### src/rtl/dm_access_ctrl_pkg.sv
// Shared types and constants for the data-memory access controller.
// Holds FSM encoding, owner IDs and the word-address slice used on the memory side.
package dm_access_ctrl_pkg;

  typedef enum logic [1:0] {
    ST_IDLE   = 2'd0,
    ST_ACCESS = 2'd1,
    ST_RESP   = 2'd2
  } state_t;

  localparam logic OWN_CPU = 1'b0;
  localparam logic OWN_DMA = 1'b1;

  localparam int WADDR_MSB = 13;
  localparam int WADDR_LSB = 2;
  localparam int WADDR_W   = 12;
  localparam int CNT_W     = 4;

  function automatic logic [WADDR_W-1:0] word_addr(input logic [31:0] addr);
    return addr[WADDR_MSB:WADDR_LSB];
  endfunction

endpackage

### src/rtl/dm_prio_arb.sv
// CPU-priority arbiter with a starvation guard for the DMA requester.
// Purely combinational; the caller only samples it while idle.
module dm_prio_arb
  import dm_access_ctrl_pkg::*;
#(
  parameter int unsigned STARVE_LIMIT = 4
) (
  input  logic             cpu_req,
  input  logic             dma_req,
  input  logic [CNT_W-1:0] streak,
  output logic             grant_valid,
  output logic             grant_owner
);

  logic starve;

  always_comb begin
    // A zero limit means the CPU always wins a tie.
    starve      = (STARVE_LIMIT != 0) && (streak == CNT_W'(STARVE_LIMIT));
    grant_valid = cpu_req | dma_req;
    grant_owner = (dma_req && (!cpu_req || starve)) ? OWN_DMA : OWN_CPU;
  end

endmodule

### src/rtl/dm_access_ctrl.sv
// Arbitrates the single data-memory port between the CPU MEM stage and a DMA requester.
// Request to ack takes WAIT_CYCLES+2 cycles; the CPU is stalled until its ack.
module dm_access_ctrl
  import dm_access_ctrl_pkg::*;
#(
  parameter int unsigned WAIT_CYCLES  = 1,
  parameter int unsigned STARVE_LIMIT = 4
) (
  input  logic               clk,
  input  logic               reset,
  input  logic               cpu_req,
  input  logic               cpu_we,
  input  logic [3:0]         cpu_be,
  input  logic [31:0]        cpu_addr,
  input  logic [31:0]        cpu_wdata,
  output logic [31:0]        cpu_rdata,
  output logic               cpu_ack,
  output logic               cpu_stall,
  input  logic               dma_req,
  input  logic               dma_we,
  input  logic [3:0]         dma_be,
  input  logic [31:0]        dma_addr,
  input  logic [31:0]        dma_wdata,
  output logic [31:0]        dma_rdata,
  output logic               dma_ack,
  output logic               mem_en,
  output logic               mem_we,
  output logic [3:0]         mem_be,
  output logic [WADDR_W-1:0] mem_addr,
  output logic [31:0]        mem_wdata,
  input  logic [31:0]        mem_rdata
);

  state_t           state;
  logic [CNT_W-1:0] wait_cnt;
  logic [CNT_W-1:0] streak;
  logic             own_q;
  logic             we_q;
  logic             grant_valid;
  logic             grant_owner;
  logic             sel_we;
  logic [3:0]       sel_be;
  logic [31:0]      sel_addr;
  logic [31:0]      sel_wdata;
  logic             sel_wr;
  logic             unused_addr_bits;

  dm_prio_arb #(
    .STARVE_LIMIT(STARVE_LIMIT)
  ) u_arb (
    .cpu_req    (cpu_req),
    .dma_req    (dma_req),
    .streak     (streak),
    .grant_valid(grant_valid),
    .grant_owner(grant_owner)
  );

  always_comb begin
    sel_we    = cpu_we;
    sel_be    = cpu_be;
    sel_addr  = cpu_addr;
    sel_wdata = cpu_wdata;
    if (grant_owner == OWN_DMA) begin
      sel_we    = dma_we;
      sel_be    = dma_be;
      sel_addr  = dma_addr;
      sel_wdata = dma_wdata;
    end
  end

  assign sel_wr    = sel_we && (sel_be != 4'd0);
  assign cpu_stall = cpu_req & ~cpu_ack;

  assign unused_addr_bits = &{1'b0, cpu_addr[31:WADDR_MSB+1], cpu_addr[WADDR_LSB-1:0],
                              dma_addr[31:WADDR_MSB+1], dma_addr[WADDR_LSB-1:0]};

  // The mem_* outputs are the latched request itself, zeroed outside ACCESS.
  always_ff @(posedge clk or negedge reset) begin
    if (!reset) begin
      state     <= ST_IDLE;
      wait_cnt  <= '0;
      streak    <= '0;
      own_q     <= OWN_CPU;
      we_q      <= 1'b0;
      mem_en    <= 1'b0;
      mem_we    <= 1'b0;
      mem_be    <= '0;
      mem_addr  <= '0;
      mem_wdata <= '0;
      cpu_ack   <= 1'b0;
      dma_ack   <= 1'b0;
      cpu_rdata <= '0;
      dma_rdata <= '0;
    end else begin
      case (state)
        ST_IDLE: begin
          if (grant_valid) begin
            own_q     <= grant_owner;
            we_q      <= sel_we;
            mem_en    <= 1'b1;
            mem_be    <= sel_be;
            mem_addr  <= word_addr(sel_addr);
            mem_wdata <= sel_wdata;
            mem_we    <= (WAIT_CYCLES == 0) && sel_wr;
            wait_cnt  <= CNT_W'(WAIT_CYCLES);
            if (grant_owner == OWN_DMA || !dma_req) begin
              streak <= '0;
            end else if (streak != '1) begin
              streak <= streak + 1'b1;
            end
            state <= ST_ACCESS;
          end
        end
        ST_ACCESS: begin
          if (wait_cnt == '0) begin
            if (own_q == OWN_DMA) dma_rdata <= mem_rdata;
            else                  cpu_rdata <= mem_rdata;
            cpu_ack   <= (own_q == OWN_CPU);
            dma_ack   <= (own_q == OWN_DMA);
            mem_en    <= 1'b0;
            mem_we    <= 1'b0;
            mem_be    <= '0;
            mem_addr  <= '0;
            mem_wdata <= '0;
            state     <= ST_RESP;
          end else begin
            wait_cnt <= wait_cnt - 1'b1;
            // Strobe only in the final cycle so each access writes at most once.
            mem_we   <= (wait_cnt == CNT_W'(1)) && we_q && (mem_be != 4'd0);
          end
        end
        ST_RESP: begin
          cpu_ack <= 1'b0;
          dma_ack <= 1'b0;
          state   <= ST_IDLE;
        end
        default: state <= ST_IDLE;
      endcase
    end
  end

endmodule

### config.mk
export PLATFORM = sky130hd
export DESIGN_NAME = dm_access_ctrl
export DESIGN_NICKNAME = d
export VERILOG_FILES = /design/src/rtl/dm_access_ctrl_pkg.sv /design/src/rtl/dm_prio_arb.sv /design/src/rtl/dm_access_ctrl.sv
export SDC_FILE = /design/constraint.sdc
export NUM_CORES = 1
export LEC_CHECK = 0
export CAP_MARGIN = 15
export CORE_MARGIN = 10
export CORE_UTILIZATION = 42
export DETAILED_ROUTE_END_ITERATION = 12
export DONT_BUFFER_PORTS = 1
export GPL_TIMING_DRIVEN = 0
export SYNTH_ARGS = -nofsm -noshare
export SYNTH_HDL_FRONTEND = slang
export SYNTH_SLANG_ARGS = --single-unit
### constraint.sdc
create_clock -name clk -period 2.15 [get_ports clk]
set_input_delay 0.3225 -clock clk [delete_from_list [all_inputs] [get_ports clk]]
set_output_delay 0.3225 -clock clk [all_outputs]
set_load 0.02 [all_outputs]
==> flow_summary.ini, run 1 <==
[run_status]
outcome = complete, but fails checks
violations = negative hold slack

[placed_design]
portBuffers = 0
dpl_cell_area_sq_mm = 0.00562
post-dp-hpwl_microns = 11700
gp_congestion = 0.785
dp_cells = 602

[timing]
whs_ns = -0.391
worstMarginPinSlew_ns = 0.590
max_slew_margin_pct = 60.6
post-route-period-util_pct = 93.8
slew_violations = 0
setup_violations = 0
finalHoldViolations = 128
fmax_mhz = 496
fin_skew_ns = 0.00693
fin_crit_ns = 2.02

[power_and_ir_drop]
sw_frac_of_total_pct = 40.7
power_density_mw_per_mm2 = 1820
power.leakage_nw = 3.00
p_clk_share_pct = 22.9
irDropWorstVdd_mv = 0.857
combPwrFrac_pct = 25.1
p_seq_share_pct = 52.1
switching_power_mw = 4.61
internal-power_mw = 6.71

[finish]
stdcell_area_sq_mm = 0.00623
drive_gt1_share_pct = 24.8
antenna_cells = 0
fin_cells = 640
syn_to_final_growth_pct = 15.3
multi_input_area_sq_mm = 0.00205
nFillCells = 1127
ff_latch_area_sq_mm = 0.00320
nNetsFinal = 634

[drt]
drc = 0
drtPass1Iterations = 5
antenna_left = 0
vias = 3458
post_drt_via_cell_ratio = 5.40
routed_wl_microns = 15100
post_drt_wl_per_cell_microns = 23.6
drtIter0Drc = 134

[global_routing]
grt_remaining_overflow = 0
grtUsageTotal_pct = 16.8
grt_pass1_wl_microns = 23200
antenna_found_initial = 0
grt_max_degree = 129
grt_pass1_vias = 3747

[yosys]
synth_top_cell_area_share_pct = 59.3
synthArstFlopShare_pct = 100
yosys_warnings = 0
synth_area_leaders = dfrtp_1, mux2_4, nand2_1
netlist_top_cells_count = dfrtp_1, nand2_1, a22oi_1
synthDistinctLibCells = 41
netlist_area_sq_mm = 0.00540
synth_seq_cells = 128
synth_top_cell_by_area = dfrtp_1
syn-num-nets = 609
ys_seq_area_share_pct = 59.3
avgSynthCellArea_sq_um = 12.6
synth_cells = 430
synth_edf_count = 0
synth_flop_cell = dfrtp_1
synth_most_common_cell = dfrtp_1

[die]
io_pins = 291
core_area_sq_mm = 0.0126
rows = 41
die_area_sq_mm = 0.0178
die_h_microns = 133
die_w_microns = 133
start_util_pct = 42.8

[critical_path]
end_kind = flop
crit_fanout = 10
cp_slowest_stage_delay_ns = 0.42
critPathRequiredTime_ns = 2.44
critPathLaunch = wait_cnt[0]$_DFFE_PN0P_
startpoint_type = flop
arrival_ns = 2.31
cp_cell_sequence = inv_1, ha_1, nor3b_4, nand2_4, nor2_4, buf_6, mux2_2
slowest_stage = dfrtp_1
critPathKind = flop to flop
r2r_start = wait_cnt[0]$_DFFE_PN0P_

[cts]
cts_made_buffers = 17
clock_path_buffers = 2
htree_levels = 4
clk_pin_slew_ns = 0.05
cts_root_buf = clkbuf_16
cts.hold.buffers_added = 4
clkSinkCount = 128
cts_tree = built
clkLatencyLatePin_ns = 0.40

[worst_hold_path]
min_path_type = input port to asynchronous set/reset pin

[job]
max_cap_viol_count = 0
[timing repair]
action / in CTS / in global routing
endpoints found under the setup margin: 0 / 36
buffers inserted: 0 / 2
resized for setup: 0 / 6
hold endpoints to repair: 132 / 128
[per-stage QoR]
step                      hold WS [ns]  power [mW]  TNS (ns)  util (%)  setup WS, ns
after floorplan                 0.0269        7.84         0         -         0.333
after global placement          0.0315        8.64         0      44.5        0.0711
after detailed placement        0.0309        8.78         0      44.5        0.0185
after CTS                       -0.415        11.5         0      49.1        0.0132
after global routing            -0.422        12.1   -0.0146      49.4      -0.00665
final                           -0.391        11.3         0      49.4         0.133
[area by class of cell]
type / instances / share of cell area [%]
buffer: 22 / 2.41
clock buffer: 26 / 7.69
clock inverter: 6 / 0.924
inverter: 6 / 0.362
multi-input combinational: 274 / 32.8
sequential: 128 / 51.4
tap: 172 / 3.46
timing repair buffer: 6 / 0.884
[power groups by stage]
stage	Combinational, mW	Clock, mW	Sequential (mW)
2_1_floorplan	2.33	0	5.50
3_3_place_gp	2.70	0	5.94
3_5_place_dp	2.83	0	5.95
4_1_cts	2.84	2.67	5.95
5_1_grt	3.20	2.79	6.08
6_report	2.84	2.59	5.90
[routing by layer]
layer | up-vias | global-route usage (%) | wire [microns]
li1 | 1549 | - | -
met1 | 1685 | 18.0 | 5500
met2 | 211 | 26.2 | 7120
met3 | 13 | 11.1 | 2290
met4 | 0 | 5.86 | 179
met5 | - | 0 | 0
[cell usage in the layout (no fill, tap or decap), types with 2 or more instances in the layout]
cell type        n
mux2i_1          3
nor2_1           9
clkbuf_16       17
a21oi_1          4
clkbuf_8         2
mux2_1           5
nand2_4          2
ha_1             5
o21ai_0          3
buf_6            6
buf_4            5
dlygate4sd3_1    4
inv_1            5
a22oi_1         48
nor2b_1          2
nand2b_1         2
mux2_2          31
nor4_1           2
a21o_1           2
mux2_4          29
buf_2            8
dfrtp_1        128
clkbuf_1        11
clkinv_2         4
nand3_1          6
nand2_1        103
o21a_1           2
[logic make-up (layout without fill, tap and decap cells)]
kind of cell,count (synthesis),in the layout,synth area share (%)
adder cells (fa/ha/maj),5,5,1.16
AO/OA/AOI/OAI,65,65,9.31
buffers and inverters,28,66,2.96
multiplexers,68,68,16.1
flip-flops,128,128,59.3
AND/OR/NAND/NOR,136,136,11.2
[sequential cells by signal, summed over array words and instances (netlist names)]
register and cells:
cpu_rdata 32, dma_rdata 32, mem_wdata 32, mem_addr 12, mem_be 4, streak 4
wait_cnt 4, state 2, cpu_ack 1, dma_ack 1, mem_en 1, mem_we 1
own_q 1, we_q 1
[worst paths after layout]
| kind | endpoint | slack [ns] | depth (start not counted) |
|---|---|---|---|
| min in group clk | mem_wdata[25]$_DFFE_PN0P_ | 0.02 | 2 |
| max in group asynchronous | mem_addr[7]$_DFFE_PN0P_ | 2.38 | 0 |
| min reg2reg | streak[1]$_DFFE_PN0P_ | 0.54 | 1 |
| max reg2reg | cpu_rdata[3]$_DFFE_PN0P_ | 0.13 | 7 |
| min | dma_rdata[6]$_DFFE_PN0P_ | -0.39 | 0 |
| max | cpu_rdata[3]$_DFFE_PN0P_ | 0.13 | 7 |
[critical path: cells and delay by family (launching register included)]
family / cells / cell delay, ns
adders and majority gates: 1 / 0.17
buffers and inverters: 2 / 0.29
DFF: 1 / 0.42
muxes: 1 / 0.35
and+or+nand+nor: 3 / 0.67
(Power assumes the default switching activity.)
==> run 2: changes to the inputs <==
--- a/config.mk
+++ b/config.mk
@@ -6,7 +6,6 @@
 export NUM_CORES = 1
 export LEC_CHECK = 0
 export CAP_MARGIN = 15
-export CORE_MARGIN = 10
 export CORE_UTILIZATION = 42
 export DETAILED_ROUTE_END_ITERATION = 12
 export DONT_BUFFER_PORTS = 1
==> flow_summary.ini, run 2 (same netlist as run 1, synthesis figures left out) <==
[run_status]
outcome = complete, but fails checks
violations = negative hold slack

[power_and_ir_drop]
power_density_mw_per_mm2 = 1830
power.leakage_nw = 3.07
irDropWorstVdd_mv = 0.838

[cts]
clock_path_buffers = 2
cts_root_buf = clkbuf_16
htree_levels = 4
clkLatencyLatePin_ns = 0.41
clkSinkCount = 128
cts_tree = built
clk_pin_slew_ns = 0.05
cts_made_buffers = 17
cts.hold.buffers_added = 3

[finish]
fin_util_pct = 50.5
drive_gt1_share_pct = 27.0
nFillCells = 1104
largest_registers = cpu_rdata x32, dma_rdata x32, mem_wdata x32
stdcell_area_sq_mm = 0.00635
ff_latch_area_sq_mm = 0.00320
syn_to_final_growth_pct = 17.5
layout_common_cells = dfrtp_1, nand2_1, a22oi_1, mux2_2, mux2_4
final_common_cell = dfrtp_1
multi_input_area_sq_mm = 0.00205
nNetsFinal = 640
antenna_cells = 0

[global_routing]
grt_max_degree = 129
grt_remaining_overflow = 0
grt_pass1_vias = 3506
antenna_found_initial = 0
grtUsageTotal_pct = 18.6
grt_pass1_wl_microns = 18100

[timing]
fmax_mhz = 483
slew_violations = 0
setup_violations = 0
post-route-period-util_pct = 96.3
finalHoldViolations = 128
max_slew_margin_pct = 69.5
worstMarginPinSlew_ns = 0.453
fin_skew_ns = 0.00557
whs_ns = -0.393
fin_crit_ns = 2.07

[die]
die_h_microns = 115
rows = 41
core_area_sq_mm = 0.0126
io_pins = 291
die_area_sq_mm = 0.0133
start_util_pct = 43.0
die_w_microns = 115

[critical_path]
end_kind = flop
r2r_start = wait_cnt[0]$_DFFE_PN0P_
critPathLaunch = wait_cnt[0]$_DFFE_PN0P_
critPathRequiredTime_ns = 2.44
arrival_ns = 2.36
startpoint_type = flop
critPathKind = flop to flop
crit_fanout = 10

[drt]
drtIter0Drc = 176
post_drt_via_cell_ratio = 5.37
post_drt_wl_per_cell_microns = 19.9
drtPass1Iterations = 8
antenna_left = 0
drc = 0
routed_wl_microns = 12800
vias = 3453

[job]
max_cap_viol_count = 0

[placed_design]
portBuffers = 0
post-dp-hpwl_microns = 8850
dpl_cell_area_sq_mm = 0.00562
gp_congestion = 0.703

[worst_hold_path]
min_path_type = input port to asynchronous set/reset pin
[run 2: layer usage]
metal  routed length [microns]  vias up  global-route usage [%]
met1                      4770     1680                    20.1
met3                      1440       17                    8.73
met2                      6330      193                    31.0
met4                       235        0                    8.31
li1                          -     1563                       -
met5                         0        -                       0
[run 2: metrics by stage]
step | TNS [ns] | power (mW) | hold slack (ns) | std cells | setup slack (ns)
after floorplan | 0 | 7.84 | 0.0269 | 430 | 0.333
after global placement | 0 | 8.53 | 0.0298 | 602 | 0.0377
after detailed placement | -0.266 | 8.63 | 0.0299 | 602 | -0.0297
after CTS | 0 | 11.6 | -0.411 | 636 | 0.0151
after global routing | -0.308 | 12.3 | -0.420 | 643 | -0.0283
final | 0 | 11.6 | -0.393 | 643 | 0.0786
[run 2: worst max-delay path: stages, from the launching register on]
cell and delay [ns]:
dfrtp_1 0.42, inv_1 0.10, ha_2 0.19, nor3b_4 0.35
nand2_4 0.14, nor2_4 0.13, buf_4 0.13, buf_6 0.15
mux2_2 0.34
[run 2: power breakdown]
group / leakage, nW / switching, mW / total, mW / internal [mW]
clock network: 0.285 / 0.971 / 2.86 / 1.89
logic: 1.22 / 1.35 / 2.95 / 1.61
registers: 1.56 / 2.24 / 5.80 / 3.56
total: 3.07 / 4.56 / 11.6 / 7.06
[run 2: layout make-up]
cell class	count	area share, %
timing repair buffer	12	1.81
multi-input combinational	274	32.2
clock inverter	6	1.69
sequential	128	50.4
inverter	6	0.355
clock buffer	23	7.53
tap	172	3.39
buffer	22	2.54
[run 2: path summary, 6_finish.rpt]
path | endpoint | slack, ns | depth (start not counted)
worst max-delay path | cpu_rdata[1]$_DFFE_PN0P_ | 0.08 | 8
worst min-delay path | cpu_rdata[6]$_DFFE_PN0P_ | -0.39 | 0
worst max register to register | cpu_rdata[1]$_DFFE_PN0P_ | 0.08 | 8
worst min register to register | streak[1]$_DFFE_PN0P_ | 0.54 | 1
max in group asynchronous | mem_wdata[18]$_DFFE_PN0P_ | 2.32 | 0
min in group clk | mem_wdata[25]$_DFFE_PN0P_ | 0.02 | 2
[run 2: what timing repair did]
action | in CTS | in global routing
pin swaps | 1 | 3
hold endpoints to repair | 131 | 128
gates cloned | 0 | 1
setup endpoints to repair | 26 | 38
gates resized for setup | 0 | 14
buffers inserted | 2 | 6
==> run 3: changes to the inputs <==
--- a/config.mk
+++ b/config.mk
@@ -6,8 +6,9 @@
 export NUM_CORES = 1
 export LEC_CHECK = 0
 export CAP_MARGIN = 15
-export CORE_UTILIZATION = 42
+export CORE_AREA = 2 2 113 115
 export DETAILED_ROUTE_END_ITERATION = 12
+export DIE_AREA = 0 0 115 117
 export DONT_BUFFER_PORTS = 1
 export GPL_TIMING_DRIVEN = 0
 export SYNTH_ARGS = -nofsm -noshare
==> flow_summary.ini, run 3 (same netlist as run 1, synthesis figures left out) <==
[drt]
routed_wl_microns = 13100
drtPass1Iterations = 4
post_drt_via_cell_ratio = 5.58
antenna_left = 0
post_drt_wl_per_cell_microns = 21.1
vias = 3447
drtIter0Drc = 154
drc = 0

[finish]
largest_registers = cpu_rdata x32, dma_rdata x32, mem_wdata x32
nNetsFinal = 634
syn_to_final_growth_pct = 16.9
antenna_cells = 0
layout_common_cells = dfrtp_1, nand2_1, a22oi_1, mux2_2, mux2_4
fin_util_pct = 51.3
fin_cells = 618
drive_gt1_share_pct = 26.5
stdcell_area_sq_mm = 0.00632
final_common_cell = dfrtp_1

[die]
rows = 41
die_h_microns = 117
die_area_sq_mm = 0.0135
die_w_microns = 115
core_area_sq_mm = 0.0123
io_pins = 291
start_util_pct = 43.9

[timing]
setup_violations = 0
fin_skew_ns = 0.00763
finalHoldViolations = 128
finalSetupTns_ns = 0
post-route-period-util_pct = 95.6
whs_ns = -0.390
fin_crit_ns = 2.06
setup_ws_ns = 0.0946
rsz0062_at_grt = false
slew_violations = 0
worstMarginPinSlew_ns = 0.637
max_slew_margin_pct = 57.5
fmax_mhz = 487

[critical_path]
path_buf_inv = 3
startpoint_type = flop
crit_fanout = 10
critPathKind = flop to flop
cp_slowest_stage_delay_ns = 0.42
critPathRequiredTime_ns = 2.44
end_kind = flop
slowest_stage = dfrtp_1
arrival_ns = 2.34
critical-path-top-delay-family = simple AND/OR/NAND/NOR gates
cp_cell_sequence = inv_1, ha_1, nor3b_4, nand2_4, nor2_4, buf_12, buf_8, mux2_2

[cts]
cts_tree = built
clk_pin_slew_ns = 0.06
clock_path_buffers = 2
cts_made_buffers = 17
cts_root_buf = clkbuf_16
htree_levels = 4
clkSinkCount = 128
clkLatencyLatePin_ns = 0.41

[placed_design]
gp_congestion = 0.759
dp_cells = 580
post-dp-hpwl_microns = 9450
place_ws_ns = 0.0298
portBuffers = 0
dpl_cell_area_sq_mm = 0.00559

[run_status]
outcome = complete, but fails checks
violations = negative hold slack

[global_routing]
grt_pass1_vias = 3452
grtUsageTotal_pct = 18.7
grt_pass1_wl_microns = 18700
grt_remaining_overflow = 0
antenna_found_initial = 0
grt_max_degree = 129

[power_and_ir_drop]
irDropWorstVdd_mv = 0.813
power_density_mw_per_mm2 = 1860
power.leakage_nw = 3.06
power_mw = 11.7

[job]
max_cap_viol_count = 0

[worst_hold_path]
min_path_type = input port to asynchronous set/reset pin
## run 3: changes by cell type in the layout (fill, tap and decap cells not counted), moves of 2 or more
cell / previous run / this run
buf_4: 12 / 7
clkbuf_2: 2 / 0
clkinv_2: 2 / 5
dlygate4sd3_1: 3 / 0
## run 3: per-layer routing
layer  up-vias  track usage (%)  share of wire, %
li1       1551                -                 -
met1      1710             21.7                39
met2       178             31.1                50
met3         8             8.29                10
met4         0             6.27              0.74
met5         -                0                 0
## run 3: path summary, 6_finish.rpt
check                                             start                   endpoint  slack (ns)  depth (start not counted)
worst min-delay path                              reset   cpu_rdata[3]$_DFFE_PN0P_       -0.39                          0
max in group asynchronous                         reset  mem_wdata[22]$_DFFE_PN0P_        2.39                          0
worst max-delay path            wait_cnt[0]$_DFFE_PN0P_   cpu_rdata[0]$_DFFE_PN0P_        0.09                          8
worst min register to register    streak[0]$_DFFE_PN0P_      streak[0]$_DFFE_PN0P_        0.55                          1
worst max register to register  wait_cnt[0]$_DFFE_PN0P_   cpu_rdata[0]$_DFFE_PN0P_        0.09                          8
min in group clk                           dma_wdata[8]   mem_wdata[8]$_DFFE_PN0P_        0.02                          2
## run 3: repair_timing
item,4_1_cts,5_1_grt
hold endpoints to repair,128,128
endpoints found under the setup margin,0,29
gates resized for setup,0,7
buffers inserted,0,5
## run 3: cell type report
class / instances / area (sq um)
clock inverters: 11 / 161
well taps: 150 / 188
flip-flops and latches: 128 / 3200
multi-input cells: 274 / 2050
repair buffers: 6 / 75.1
fillers: 1103 / 6000
plain buffers: 22 / 160
inverters: 6 / 22.5
clock buffers: 21 / 460
## run 3: report_power, final
part | internal (mW) | switching (mW) | total, mW
combinational | 1.58 | 1.33 | 2.91
clock | 1.99 | 1.01 | 3.00
sequential | 3.56 | 2.24 | 5.80
total | 7.13 | 4.59 | 11.7
